## config.mk

```make
export PLATFORM = sky130hd
export DESIGN_NAME = axi4lite_mem_master
export DESIGN_NICKNAME = d
export VERILOG_FILES = /design/src/rtl/axi4lite_mem_master.sv
export SDC_FILE = /design/constraint.sdc
export NUM_CORES = 1
export LEC_CHECK = 0
export ABC_CLOCK_PERIOD_IN_PS = 5700
export BUFFER_PORTS_ARGS = -buffer_cell sky130_fd_sc_hd__buf_2
export CORE_MARGIN = 8
export CORE_UTILIZATION = 37
export DETAILED_ROUTE_END_ITERATION = 10
export SKIP_LAST_GASP = 1
export SLEW_MARGIN = 15
export SYNTH_ARGS = -nofsm -noshare
export SYNTH_HDL_FRONTEND = slang
export SYNTH_SLANG_ARGS = --single-unit
```

## constraint.sdc

```tcl
create_clock -name clk -period 5.7 [get_ports clk]
set_clock_uncertainty 0.05 [all_clocks]
set_input_delay 0.285 -clock clk [delete_from_list [all_inputs] [get_ports clk]]
set_output_delay 0.285 -clock clk [all_outputs]
set_load 0.01 [all_outputs]
```

## src/rtl/axi4lite_mem_master.sv

```systemverilog
// AXI4-lite bus master for core loads/stores: splits 1/2/4/8-byte accesses at any alignment
// into one or two aligned 64-bit beats and returns a single merged completion.
module axi4lite_mem_master #(
   parameter int                ADDR_W    = 64,
   parameter logic [ADDR_W-1:0] ADDR_MASK = {ADDR_W{1'b1}}
) (
   input  logic              clk,
   input  logic              rst,
   input  logic              i_req_valid,
   output logic              o_req_ready,
   input  logic              i_req_write,
   input  logic [ADDR_W-1:0] i_req_addr,
   input  logic [1:0]        i_req_size,
   input  logic [63:0]       i_req_wdata,
   output logic              o_resp_valid,
   output logic [63:0]       o_resp_rdata,
   output logic              o_resp_err,
   output logic [ADDR_W-1:0] o_m_araddr,
   output logic              o_m_arvalid,
   input  logic              i_m_arready,
   input  logic [63:0]       i_m_rdata,
   input  logic [1:0]        i_m_rresp,
   input  logic              i_m_rvalid,
   output logic              o_m_rready,
   output logic [ADDR_W-1:0] o_m_awaddr,
   output logic              o_m_awvalid,
   input  logic              i_m_awready,
   output logic [63:0]       o_m_wdata,
   output logic [7:0]        o_m_wstrb,
   output logic              o_m_wvalid,
   input  logic              i_m_wready,
   input  logic [1:0]        i_m_bresp,
   input  logic              i_m_bvalid,
   output logic              o_m_bready
);

   typedef enum logic [1:0] {
      S_IDLE = 2'd0,
      S_ADDR = 2'd1,
      S_DATA = 2'd2,
      S_DONE = 2'd3
   } state_t;

   function automatic logic [63:0] f_size_mask(input logic [1:0] sz);
      logic [63:0] m;
      case (sz)
         2'd0:    m = 64'h0000_0000_0000_00FF;
         2'd1:    m = 64'h0000_0000_0000_FFFF;
         2'd2:    m = 64'h0000_0000_FFFF_FFFF;
         default: m = 64'hFFFF_FFFF_FFFF_FFFF;
      endcase
      return m;
   endfunction

   function automatic logic [7:0] f_byte_mask(input logic [1:0] sz);
      logic [7:0] m;
      case (sz)
         2'd0:    m = 8'h01;
         2'd1:    m = 8'h03;
         2'd2:    m = 8'h0F;
         default: m = 8'hFF;
      endcase
      return m;
   endfunction

   state_t            r_state;
   state_t            w_state_nx;
   logic              r_req_ready, r_resp_valid, r_resp_err, r_rready, r_bready;
   logic [63:0]       r_resp_rdata;
   logic              r_write, r_split, r_beat;
   logic [2:0]        r_off;
   logic [1:0]        r_size;
   logic [ADDR_W-1:0] r_axaddr, r_addr1;
   logic [63:0]       r_wdata, r_whi, r_r0;
   logic [7:0]        r_wstrb, r_strb_hi;
   logic              r_awvalid, r_wvalid, r_arvalid;

   logic              w_accept, w_next_beat, w_finish, w_beat_err;
   logic              w_aw_fin, w_w_fin, w_resp_hs;
   logic [1:0]        w_resp;
   logic [2:0]        w_off;
   logic [3:0]        w_nbytes;
   logic              w_split;
   logic [ADDR_W-1:0] w_base, w_addr0, w_addr1;
   logic [127:0]      w_wide, w_data128;
   logic [15:0]       w_strb16;
   logic [63:0]       w_rshift, w_rmerged;

   // Request decode: beat addresses, shifted store data and byte strobes.
   assign w_off     = i_req_addr[2:0];
   assign w_nbytes  = 4'd1 << i_req_size;
   assign w_split   = ({1'b0, w_off} + w_nbytes) > 4'd8;
   assign w_base    = {i_req_addr[ADDR_W-1:3], 3'b000};
   assign w_addr0   = w_base & ADDR_MASK;
   assign w_addr1   = (w_base + {{(ADDR_W-4){1'b0}}, 4'd8}) & ADDR_MASK;
   assign w_wide    = {64'd0, i_req_wdata & f_size_mask(i_req_size)} << {w_off, 3'b000};
   assign w_strb16  = {8'd0, f_byte_mask(i_req_size)} << w_off;

   // Load merge: the beat-1 word sits above beat 0, then realign to the requested byte.
   assign w_data128 = r_split ? {i_m_rdata, r_r0} : {64'd0, i_m_rdata};
   assign w_rshift  = 64'(w_data128 >> {r_off, 3'b000});
   assign w_rmerged = w_rshift & f_size_mask(r_size);

   assign w_aw_fin  = !r_awvalid || i_m_awready;
   assign w_w_fin   = !r_wvalid || i_m_wready;
   assign w_resp_hs = r_write ? i_m_bvalid : i_m_rvalid;
   assign w_resp    = r_write ? i_m_bresp : i_m_rresp;

   // State register.
   always_ff @(posedge clk) begin
      if (rst) begin
         r_state <= S_IDLE;
      end else begin
         r_state <= w_state_nx;
      end
   end

   // Next-state logic and per-cycle control strobes.
   always_comb begin
      w_state_nx  = r_state;
      w_accept    = 1'b0;
      w_next_beat = 1'b0;
      w_finish    = 1'b0;
      w_beat_err  = 1'b0;
      case (r_state)
         S_IDLE: begin
            if (i_req_valid) begin
               w_accept   = 1'b1;
               w_state_nx = S_ADDR;
            end else begin
               w_state_nx = S_IDLE;
            end
         end
         S_ADDR: begin
            if (r_write) begin
               w_state_nx = (w_aw_fin && w_w_fin) ? S_DATA : S_ADDR;
            end else begin
               w_state_nx = i_m_arready ? S_DATA : S_ADDR;
            end
         end
         S_DATA: begin
            if (w_resp_hs) begin
               w_beat_err = (w_resp != 2'b00);
               // A failed first beat ends the access without touching the second word.
               if (r_split && !r_beat && !w_beat_err) begin
                  w_next_beat = 1'b1;
                  w_state_nx  = S_ADDR;
               end else begin
                  w_finish   = 1'b1;
                  w_state_nx = S_DONE;
               end
            end else begin
               w_state_nx = S_DATA;
            end
         end
         S_DONE:  w_state_nx = S_IDLE;
         default: w_state_nx = S_IDLE;
      endcase
   end

   // Datapath, AXI valids/readies and completion registers.
   always_ff @(posedge clk) begin
      if (rst) begin
         r_req_ready  <= 1'b1;
         r_resp_valid <= 1'b0;
         r_resp_err   <= 1'b0;
         r_resp_rdata <= 64'd0;
         r_rready     <= 1'b0;
         r_bready     <= 1'b0;
         r_write      <= 1'b0;
         r_split      <= 1'b0;
         r_beat       <= 1'b0;
         r_off        <= 3'd0;
         r_size       <= 2'd0;
         r_axaddr     <= {ADDR_W{1'b0}};
         r_addr1      <= {ADDR_W{1'b0}};
         r_wdata      <= 64'd0;
         r_whi        <= 64'd0;
         r_r0         <= 64'd0;
         r_wstrb      <= 8'd0;
         r_strb_hi    <= 8'd0;
         r_awvalid    <= 1'b0;
         r_wvalid     <= 1'b0;
         r_arvalid    <= 1'b0;
      end else begin
         r_req_ready  <= (w_state_nx == S_IDLE);
         r_rready     <= (w_state_nx == S_DATA) && !r_write;
         r_bready     <= (w_state_nx == S_DATA) && r_write;
         r_resp_valid <= w_finish;
         if (w_accept) begin
            r_write   <= i_req_write;
            r_split   <= w_split;
            r_beat    <= 1'b0;
            r_off     <= w_off;
            r_size    <= i_req_size;
            r_axaddr  <= w_addr0;
            r_addr1   <= w_addr1;
            r_wdata   <= w_wide[63:0];
            r_whi     <= w_wide[127:64];
            r_wstrb   <= w_strb16[7:0];
            r_strb_hi <= w_strb16[15:8];
            r_awvalid <= i_req_write;
            r_wvalid  <= i_req_write;
            r_arvalid <= !i_req_write;
         end else if (w_next_beat) begin
            r_beat    <= 1'b1;
            r_r0      <= i_m_rdata;
            r_axaddr  <= r_addr1;
            r_wdata   <= r_whi;
            r_wstrb   <= r_strb_hi;
            r_awvalid <= r_write;
            r_wvalid  <= r_write;
            r_arvalid <= !r_write;
         end else begin
            r_awvalid <= r_awvalid && !i_m_awready;
            r_wvalid  <= r_wvalid && !i_m_wready;
            r_arvalid <= r_arvalid && !i_m_arready;
         end
         if (w_finish) begin
            r_resp_err <= w_beat_err;
            if (!r_write) begin
               r_resp_rdata <= w_rmerged;
            end
         end
      end
   end

   assign o_req_ready  = r_req_ready;
   assign o_resp_valid = r_resp_valid;
   assign o_resp_rdata = r_resp_rdata;
   assign o_resp_err   = r_resp_err;
   assign o_m_araddr   = r_axaddr;
   assign o_m_arvalid  = r_arvalid;
   assign o_m_rready   = r_rready;
   assign o_m_awaddr   = r_axaddr;
   assign o_m_awvalid  = r_awvalid;
   assign o_m_wdata    = r_wdata;
   assign o_m_wstrb    = r_wstrb;
   assign o_m_wvalid   = r_wvalid;
   assign o_m_bready   = r_bready;

endmodule

```

==> results.md <==
* Status: finished clean
* Slowest cell delay on critical path at 0.91 ns
* Routed Wire Length at 86.3 mm
* Max-cap violations at 0
* Num CTS Buffers at 47
* Commonest cells after routing, fill and taps aside: 470 x buf_2, 399 x dfxtp_1, 339 x nand2_1
* Fin crit period at 3.40 ns
* Final Core Density at 45.9%
* Hpwl dp at 60.4 mm
* Area growth syn-to-layout at 23.4%
* Placed insts at 3648
* Post-synthesis register bit count at 403
* Crit-path slowest cell: and2_1
* Critical path launch point type: flop
* Least-Margin Pin Slew at 1.25 ns
* Footprint of the multi-input gates at 0.0129 mm²
* Syn Area/Cell at 8.40 µm²
* Initial antenna violation count at 5
* Clock root cell: clkbuf_16
* ANT nets after route at 0
* Vias per cell at 5.68
* Critical Path End Type: flop
* CTS sink count at 403
* Count of pins over their slew limit at 0
* Most common cell after layout, fill and taps aside: buf_2
* Final GP Congestion at 0.894
* PostCTS Resize Cnt at 0
* Post-Synth XOR/XNOR Area at 1.84%
* Synth Flop Type: dfxtp_1
* Slew margin rel. at 16.2%
* Mux share of post-synthesis cell area at 15.7%
* Crit Path Category: flop to flop
* RSZ-0062 raised after global routing: no
* Layout cells sized above 1 at 23.2%
* Die Height at 262 µm
* CTS tree: done
* Vias in the first global route at 21200
* Pre-CTS WS at 2.29 ns
* Placed cell areas at 0.0246 mm²
* Iteration-0 DRC Markers at 1824
* Fill count at 5923
* Fin crit share at 59.6%
* Gr usage total at 23.9%
* Core area at 0.0601 mm²
* Setup slack after layout at 2.30 ns
* Clock tree buffer depth at 3
* H-tree levels at 2
* Hold Vio Cnt, Final at 0
* CP Cell Sequence: nor3_1 -> o21ai_1 -> nand3_1 -> nor2_1 -> buf_4 -> and2_1 -> a22o_1
* Die ar. at 0.0686 mm²
* Clk pin slew, worst setup/hold paths at 0.06 ns
* Post-synth EDFFs at 0
* CP top delay family: simple AND/OR/NAND/NOR gates
* Post-synthesis compound-gate area fraction at 22.2%
* Syn Inst Count at 2666
* Mapped Area at 0.0224 mm²
* First-pass GRT wire length at 130 mm
* Seq. cell area at 0.00808 mm²
* Pin count of the biggest net entering global routing at 162
* Vias at 22000
* Total negative slack at 0 ns
* Initial Util at 37.2%
* Async set-or-reset flop fraction in the synthesized netlist at 0%
* Synth Area in Adders at 0.302%
* CP bufs+invs at 1
* Arrival time at the worst endpoint at 3.86 ns
* Cell row count at 90
* Total grt overflow at 0
* Die width at 262 µm
* Seq/Total Area, Yosys at 36.0%
* Number of detailed-route iterations in the first pass at 8
* I/O pin count at 479
* Worst-Skew Late Latency at 0.60 ns
* Non-Filler Instances at 3876
* Nets at 3268
* Endpoints failing setup at 0
* Design area at 0.0276 mm²
* Area share of and/or/nand/nor cells after synthesis at 17.2%
* Synth warn at 0
* Max VDD drop at 0.280 mV
* Port Buffer Count at 472
* Pwr/cell area at 284 mW/mm²
* Worst EP required at 6.17 ns
* Worst hold path type: primary input to flop
* Crit Path Max Fanout at 32
* Largest family of logic cells by synthesized area: compound AO/OA/AOI/OAI gates
* Routed WL per cell at 22.3 µm
* Lkg Pwr at 10.7 nW
* DRC Markers at 0
* Post-synthesis cell type count at 65
* Fmax at 294 MHz
==> worst reg2reg max path, cell delays in order, from the launching register on <==
cell	delay [ns]
dfxtp_1	0.54
nor3_1	0.12
o21ai_1	0.40
nand3_1	0.54
nor2_1	0.25
buf_4	0.29
and2_1	0.91
a22o_1	0.24
==> through the flow <==
step,hold WS (ns),power (mW)
CTS,0.0107,7.89
detailed placement,0.391,4.69
floorplan,0.335,4.14
finish,0.0477,7.84
global placement,0.387,4.67
global route,0.0376,8.16
==> logic make-up (layout without fill, tap and decap cells) <==
kind of cell               count (synthesis)  in the layout
and+or+nand+nor                          872            872
AOI/OAI and AO/OA                        737            737
DFF                                      403            403
buffers and inverters                    317            736
muxes                                    284            284
xor gates and xnor gates                  47             47
adders and majority gates                  5              5
other                                      1             10
==> worst paths after layout <==
check | from | end | slack, ns | cells after the start
setup / recovery | r_write | o_resp_rdata[36] | 2.30 | 7
hold / removal | i_m_wready | o_m_wvalid | 0.05 | 4
setup reg to reg | r_write | o_resp_rdata[36] | 2.30 | 7
hold reg to reg | r_addr1[56] | r_addr1[56] | 0.40 | 2
==> what timing repair did <==
item	in CTS	in global routing
hold endpoints to repair	183	0
setup endpoints to repair	0	0
hold buffers	142	0
setup buffers	0	0
==> registers in the layout, indices dropped and copies added, names as in the netlist, 2 cells and up <==
name,count
r_state,2
o_m_araddr,61
r_size,2
r_addr1,61
r_whi,56
o_m_wstrb,8
r_r0,64
o_resp_rdata,64
o_m_wdata,64
r_strb_hi,7
r_off,3
==> cell type report <==
class,count,area share [%]
inverters,9,0.122
multi-input cells,1951,46.7
flip-flops and latches,403,29.2
well taps,782,3.54
repair buffers,645,14.7
clock inverters,19,0.888
diodes,4,0.0362
clock buffers,63,4.84
==> power breakdown <==
part           leakage [nW]  internal, mW  switching (mW)
clock network         0.769          1.83            1.28
logic                  6.64         0.636           0.969
registers              3.29          2.99           0.142
==> routing by layer <==
metal	wire length [µm]	GRT usage (%)
met5	13	0
met4	3220	9.14
met3	6490	4.26
met2	40500	39.3
met1	36000	31.2
==> cells in the mapped netlist, types with 50 or more instances <==
cell type  count  area (µm²)
a211oi_1     180        1350
a21oi_1      160         801
a22o_1        64         561
a22oi_1       65         488
buf_4         67         503
clkbuf_1     186         698
dfxtp_1      403        8070
mux2_2        65         732
mux2i_1      171        1710
nand2_1      341        1280
nand3_1       50         250
nor2_1       294        1100
o21ai_0      116         581
No activity file was read; power rests on OpenSTA's default activity.
